$ cat config.mk
export PLATFORM = sky130hd
export DESIGN_NAME = pw_lockout_ctrl
export DESIGN_NICKNAME = d
export VERILOG_FILES = /design/src/rtl/pw_lockout_ctrl.sv
export SDC_FILE = /design/constraint.sdc
export NUM_CORES = 1
export LEC_CHECK = 0
export CAP_MARGIN = 20
export CELL_PAD_IN_SITES_DETAIL_PLACEMENT = 1
export CELL_PAD_IN_SITES_GLOBAL_PLACEMENT = 1
export CORE_MARGIN = 2
export CORE_UTILIZATION = 38
export CTS_CLUSTER_DIAMETER = 30
export DETAILED_ROUTE_END_ITERATION = 10
export PLACE_DENSITY_LB_ADDON = 0.1
export SETUP_SLACK_MARGIN = 0.05
export SLEW_MARGIN = 10
export SYNTH_ARGS = -nofsm -noshare
export SYNTH_HDL_FRONTEND = slang
export SYNTH_SLANG_ARGS = --single-unit
$ cat constraint.sdc
create_clock -name clk_100 -period 3.3 [get_ports clk_100]
set_input_delay 0.66 -clock clk_100 [delete_from_list [all_inputs] [get_ports clk_100]]
set_output_delay 0.66 -clock clk_100 [all_outputs]
set_load 0.01 [all_outputs]
$ cat src/rtl/pw_lockout_ctrl.sv
// pw_lockout_ctrl
//   Access-policy controller fed by the password-check verdict. A match opens
//   the door for a timed window. Consecutive mismatches are counted, and
//   MAX_FAIL of them in a row block further verdicts for a timed lockout.
//
//   Optional feature macro: LOCKOUT_ESCALATE_EN
//     When this macro is defined, each lockout doubles the next lockout length,
//     up to a maximum of 4x. Only a match or rst returns the length to 1x.
//
// Ports
//   clk_100       in   100 Hz system tick clock
//   rst           in   asynchronous, active-high reset
//   result_valid  in   1-cycle pulse: one verdict available
//   result_match  in   verdict (1 = match); sampled only with result_valid
//   close         in   ends the OPEN window early
//   in_ready      out  1 while ARMED (verdicts accepted)
//   door_open     out  1 while OPEN
//   locked        out  1 while LOCKED
//   fail_cnt      out  consecutive mismatches
//   timer         out  remaining cycles of the OPEN/LOCKED window, else 0
//   lock_event    out  1-cycle pulse on entry to LOCKED
module pw_lockout_ctrl #(
    parameter int MAX_FAIL   = 3,
    parameter int LOCK_TICKS = 3000,
    parameter int OPEN_TICKS = 500,
    parameter int CNT_W      = 14
) (
    input  logic             clk_100,
    input  logic             rst,
    input  logic             result_valid,
    input  logic             result_match,
    input  logic             close,
    output logic             in_ready,
    output logic             door_open,
    output logic             locked,
    output logic [2:0]       fail_cnt,
    output logic [CNT_W-1:0] timer,
    output logic             lock_event
);

    typedef enum logic [1:0] {
        ARMED  = 2'b00,
        OPEN   = 2'b01,
        LOCKED = 2'b10
    } state_t;

    localparam logic [2:0]       FAIL_LAST = 3'(MAX_FAIL - 1);
    localparam logic [2:0]       FAIL_MAX  = 3'(MAX_FAIL);
    localparam logic [CNT_W-1:0] OPEN_LOAD = CNT_W'(OPEN_TICKS - 1);
    localparam logic [CNT_W-1:0] LOCK_BASE = CNT_W'(LOCK_TICKS);

    state_t           state, state_nxt;
    logic [2:0]       fail_nxt;
    logic [CNT_W-1:0] timer_nxt;
    logic             event_nxt;
    logic [CNT_W-1:0] lock_len;

`ifdef LOCKOUT_ESCALATE_EN
    logic [1:0] lock_level, level_nxt;
    assign lock_len = LOCK_BASE << lock_level;
`else
    assign lock_len = LOCK_BASE;
`endif

    always_comb begin
        state_nxt = state;
        fail_nxt  = fail_cnt;
        timer_nxt = timer;
        event_nxt = 1'b0;
`ifdef LOCKOUT_ESCALATE_EN
        level_nxt = lock_level;
`endif
        case (state)
            ARMED: begin
                if (result_valid) begin
                    if (result_match) begin
                        state_nxt = OPEN;
                        timer_nxt = OPEN_LOAD;
                        fail_nxt  = 3'd0;
`ifdef LOCKOUT_ESCALATE_EN
                        level_nxt = 2'd0;
`endif
                    end else if (fail_cnt >= FAIL_LAST) begin
                        state_nxt = LOCKED;
                        fail_nxt  = FAIL_MAX;
                        timer_nxt = lock_len - 1'b1;
                        event_nxt = 1'b1;
`ifdef LOCKOUT_ESCALATE_EN
                        // The current level sets this lockout's length. The
                        // next lockout uses the bumped level.
                        level_nxt = (lock_level >= 2'd2) ? 2'd2 : lock_level + 2'd1;
`endif
                    end else begin
                        fail_nxt = fail_cnt + 3'd1;
                    end
                end
            end
            OPEN: begin
                // close wins over expiry and over any verdict; in_ready is low here
                if (close || timer == '0) begin
                    state_nxt = ARMED;
                    timer_nxt = '0;
                end else begin
                    timer_nxt = timer - 1'b1;
                end
            end
            LOCKED: begin
                // verdicts and close are deaf here, expiry cycle included
                if (timer == '0) begin
                    state_nxt = ARMED;
                    fail_nxt  = 3'd0;
                end else begin
                    timer_nxt = timer - 1'b1;
                end
            end
            default: begin
                // unreachable encoding 2'b11: recover to a clean ARMED
                state_nxt = ARMED;
                timer_nxt = '0;
                fail_nxt  = 3'd0;
            end
        endcase
    end

    // The flags are registered from state_nxt. This way they change on the
    // same edge as the state and show correctly in the first cycle of it.
    always_ff @(posedge clk_100 or posedge rst) begin
        if (rst) begin
            state      <= ARMED;
            fail_cnt   <= 3'd0;
            timer      <= '0;
            lock_event <= 1'b0;
            in_ready   <= 1'b1;
            door_open  <= 1'b0;
            locked     <= 1'b0;
`ifdef LOCKOUT_ESCALATE_EN
            lock_level <= 2'd0;
`endif
        end else begin
            state      <= state_nxt;
            fail_cnt   <= fail_nxt;
            timer      <= timer_nxt;
            lock_event <= event_nxt;
            in_ready   <= (state_nxt == ARMED);
            door_open  <= (state_nxt == OPEN);
            locked     <= (state_nxt == LOCKED);
`ifdef LOCKOUT_ESCALATE_EN
            lock_level <= level_nxt;
`endif
        end
    end

endmodule

Yosys cells after proc, flatten, opt, wreduce, memory -nomap -nowiden
Cells that the tools add are included.
- equal/unequal tests: 8
- mux-type cells: 21
- reductions and logical operators: 6
- bitwise operators: 1
- div/mod/pow operators: 0
- shift operators: 0
- order comparisons: 1
- multipliers: 0
- add/sub/neg operators: 2
- operators by type and width (cell ; number):
    14-bit two-way mux ; 5
    14-bit one-hot mux with 3 select lines ; 1
    14-bit zero test ; 1
    14-bit by 1-bit subtractor with 14-bit output, second input constant ; 1
    3-bit two-way mux ; 4
    2-bit two-way mux ; 5
    3-bit one-hot mux with 3 select lines ; 1
    2-bit != test, second input constant ; 3
    2-bit one-hot mux with 3 select lines ; 1
    3-bit AND reduction ; 2
    2-bit by 1-bit == test with 1-bit output, second input constant ; 2
    2-bit == test, second input constant ; 2
    2-bit zero test ; 2
    1-bit two-way mux ; 4
    3-bit by 1-bit adder with 3-bit output, second input constant ; 1
    3-bit by 2-bit >= comparator with 1-bit output, second input constant ; 1
    3-bit != test, second input constant ; 1
    1-bit logical OR ; 1
    1-bit inverter ; 1
- input port bits: 5
- logic and storage cells: 46
- bits in latches: 0
- output and inout port bits: 21
- flip-flop bits (word level): 23
- memories kept: 0
- bits in read-only memories: 0
- bits in writable memories: 0

Logic depth before layout (Yosys ltp)
- depth after elaboration: 6
- depth in mapped cells: 8

Least setup slack after synthesis
Ideal clock, no wire load.
- path kind: reg-to-reg
- start: register timer[8]
- end: register timer[12]
- path buffers: 3
- clock period less this slack: 2.562 ns
- arrival: 2.441 ns
- required time: 3.178 ns
- setup slack: 0.738 ns
- cell stages (with the launch flop): 8
- cell sequence: dfrtp_1 buf_6 or4_1 buf_2 or4_4 a211o_4 buf_6 a32o_1
- word-level cells in the longest chain between the ends: 4
- RTL lines (what ; RTL line ; text):
    from (decl) ; 37 ; output logic [CNT_W-1:0] timer,
    from (signal assigned) ; 142 ; timer <= timer_nxt;
    parallel branches: the longest is 4 deep, another holds 14-bit by 1-bit subtractor with 14-bit output ; n/a ;
Parallel ways; which one is timed is not known. The select of a mux whose other input is x is not followed.
A chain may end at the register's enable or synchronous reset.

Final worst setup path
- start: register timer[8]
- end: register timer[0]
- word-level cells in the longest chain between the ends: 4
- RTL lines (what ; RTL line ; text):
    14-bit zero test (*) ; 100, 109 ;
    1-bit logical OR ; 100 ; if (close || timer == '0) begin
    14-bit two-way mux ; 100 ;
    14-bit one-hot mux with 3 select lines ; 73 ; case (state)
Every way passes the cells marked *; elsewhere a longest branch is shown, timed or not.

==> results list <==
- At the end of routability-driven placement, the weighted congestion stood at 0.852.
- Dividing total power by cell area gives a power density of 822 nW/um^2.
- The longest clock path from root to sink contains 2 buffers.
- The number of antenna diodes in the final layout is 0.
* Routed Wire Length: 3670 microns
- The run finished with clean final reports.
* Sequential fraction of the synthesis area: 0.425
- For this design, the sink count on the clock tree is 23.
* Clock buffers created by TritonCTS: 3
* Cell area after synthesis: 1360 sq um
- Measured along the y axis, the die boundary spans 63.8 microns.
- For this run, the total global-route usage over all layers was measured as 0.197.
* Achievable Freq: 373 MHz
* Hold Startpoint: timer[11]$_DFFE_PP0P_
- Sorting the synthesized cells by area gives the leading types as dfrtp_1, a32o_1, o21ai_0, nor2_1, ha_1.
- Sum of net half-perimeters after detailed placement: 2660 microns
* Root cell of the clock tree: clkbuf_4
- In this run the horizontal extent of the chip is 63.8 microns.
- Of the cells placed in the final design, the portion with a size suffix greater than 1 is 0.0651.
- Worst clock skew: 0.0104 ns
- In this run the critical register-to-register path is launched from timer[8]$_DFFE_PP0P_.
* Area of the core: 3390 sq um
- Placement Rows: 21
* Post-CTS sizing: 0
- In this run the number of H-tree levels came out at 1.
* Post-layout min period: 2.68 ns
- The die covers 4070 sq um.
* Largest driver fanout on the critical path: 25
- Endpoint of the worst hold path: timer[11]$_DFFE_PP0P_
* Max-slew headroom at the worst pin: 0.407
* Via density per instance: 5.92
* Min-delay worst type: reg -> reg
- The number of nets in the synthesized netlist is 157.
- In this run, synthesis produced a sequential element count of 23.
- Yosys printed 0 warnings.
- Primary flip-flop cell chosen by synthesis mapping: dfrtp_1
* RSZ-0062 raised after global routing: no
- Clock latency on the worst-skew pair: 0.32 ns
* Worst-case reg-to-reg path depth: 5
- Prior to clock tree synthesis, the placed netlist has a worst setup slack of 0.639 ns.
- Number of endpoints with negative hold slack in the final report: 0
- After clock tree synthesis, the flow added hold-fix buffers numbering 0.
* Post-synth EDFFs: 0
* Aggregate negative setup slack: 0 ns
- Leakage power summed over all cells: 0.657 nW
* Vias in the first global route: 1278
- In this run the remaining antenna-violating nets after routing total 0.
- Starting DRT DRC Count: 79
- Fin worst setup slack: 0.617 ns
- Routed vias: 1272
* Post-Layout Inst Area: 1640 sq um
- DRC violation count after routing: 0
- CP Class: reg -> reg
* Worst hold-check slack: 0.554 ns
- The initial utilization of the core area, before any placement, comes to 0.401.
- The setup check on the worst reg-to-reg path leaves a slack of 0.62 ns.
* Critical Path RT: 3.52 ns
- Setup violations remaining at the end of the flow were counted as 0.
- Capturing element type of the critical path: flop
- Antenna violations before repair: 0
- Max cap viols: 0
- The total overflow left after global routing is 0.
- Share of synthesized flip-flops with an asynchronous set or reset: 1.00
* Ports placed on the boundary: 26
- The synthesized netlist contains 39 unique library cells.
- Clock-pin slew was measured on the worst setup and hold paths at 0.14 ns.
- Cell count after synthesis: 148
- First-pass GRT wire length: 6330 microns
- STA classifies the critical path startpoint as a flop.
- In the final routed layout, each cell accounts on average for 17.1 microns.
* Post-Place Cell Area: 1610 sq um
- Capture point of the worst reg-to-reg path: timer[0]$_DFFE_PP0P_
* End-of-flow core utilization: 0.484
* Number of detailed-route iterations in the first pass: 4
- For this run, the post-layout net count is 179.
- Area growth from synthesis to layout: 20.8%
- Summed over all instances, the cell type with the most area after synthesis is dfrtp_1.
- Syn_area_per_cell: 9.17 sq um
- Port buffering added 25 buffers.
- Data arrival time of the critical path: 2.90 ns
- At the pin with the least slew margin, the transition time is 0.888 ns.
* Buffer count from post-CTS setup fixing: 0
- Peak supply drop: 0.400 mV
- Along the worst hold path, the cell count comes to 1.
* Largest net degree at the start of global routing: 26
* Final period utilization: 0.813
- The number of slew-limit violations in the final report came to 0.
- The share of synthesized area in the top cell type comes to 0.406.
- TritonCTS built the clock tree.
==> critical path, cell delays in order, from the launching register on <==
cell,delay (ns)
dfrtp_1,0.50
or4_1,0.69
or4_4,0.60
a211o_4,0.47
a21bo_2,0.25
a21oi_1,0.06
==> placed cells by master (no fill, tap or decap), drive strengths merged, types with 2 or more instances in the layout <==
cell,instances
clkdlybuf4s50,25
dfrtp,22
o21ai,17
nor2,14
nand2,10
inv,9
nor4,7
a32o,7
a21oi,7
nor3,6
or3,4
ha,4
or4,4
clkbuf,4
and3,2
a31oi,2
nor3b,2
a22o,2
o22ai,2
a311oi,2
==> area by class of cell <==
type | count | area, sq um
multi-input cells | 107 | 688
flip-flops and latches | 23 | 577
inverters | 9 | 33.8
repair buffers | 26 | 258
well taps | 46 | 57.6
clock buffers | 4 | 26.3
fillers | 409 | 1750
==> power breakdown <==
part	total [mW]	leakage [nW]	internal, mW	switching (mW)
Sequential	0.533	0.291	0.376	0.157
Clock	0.138	0.0150	0.0473	0.0909
Combinational	0.677	0.351	0.333	0.344
==> registers in the layout, indices dropped and copies added (netlist names) <==
| signal | count |
|---|---|
| state | 2 |
| fail_cnt | 3 |
| in_ready | 1 |
| lock_event | 1 |
| locked | 1 |
| door_open | 1 |
| timer | 14 |
==> Yosys cell counts, drive strengths merged (2+ instances only) <==
cell and n:
nand2 10, inv 9, and3 2, buf 5
nor2 14, a21oi 7, ha 4, a22o 2
o21ai 17, nor4 7, nor3 6, o22ai 2
a32o 7, clkbuf 4, a311oi 2, dfrtp 22
or3 4, a31oi 2, or4 4, nor3b 2
==> worst max-delay path by stage <==
| stage | start | end | slack [ns] |
|---|---|---|---|
| CTS | timer[0]$_DFFE_PP0P_ | timer[0]$_DFFE_PP0P_ | 0.62 |
| floorplan | timer[8]$_DFFE_PP0P_ | timer[12]$_DFFE_PP0P_ | 0.74 |
| finish | timer[8]$_DFFE_PP0P_ | timer[0]$_DFFE_PP0P_ | 0.62 |
| global placement | timer[0]$_DFFE_PP0P_ | timer[0]$_DFFE_PP0P_ | 0.69 |
| global route | timer[0]$_DFFE_PP0P_ | timer[8]$_DFFE_PP0P_ | 0.48 |
| detailed placement | timer[0]$_DFFE_PP0P_ | timer[0]$_DFFE_PP0P_ | 0.64 |
==> per-layer routing <==
metal,vias to the layer above,global-route usage,share of wire
li1,603,-,-
met4,0,0.0245,0.0057
met2,24,0.349,0.49
met1,643,0.254,0.47
met3,2,0.0405,0.039
met5,-,0,0
==> through the flow <==
step,cells,power [mW]
floorplan,148,0.957
global placement,211,1.19
detailed placement,211,1.22
CTS,215,1.35
global route,215,1.46
finish,215,1.35
==> kinds of logic (layout without fill, tap and decap cells) <==
family / count (synthesis) / in the layout / synth area share
buffers and inverters: 18 / 39 / 0.0682
AOI/OAI and AO/OA: 46 / 46 / 0.236
DFF: 23 / 23 / 0.425
and+or+nand+nor: 55 / 55 / 0.218
adders and majority gates: 4 / 4 / 0.0369
muxes: 2 / 2 / 0.0157
(Power assumes the default switching activity.)
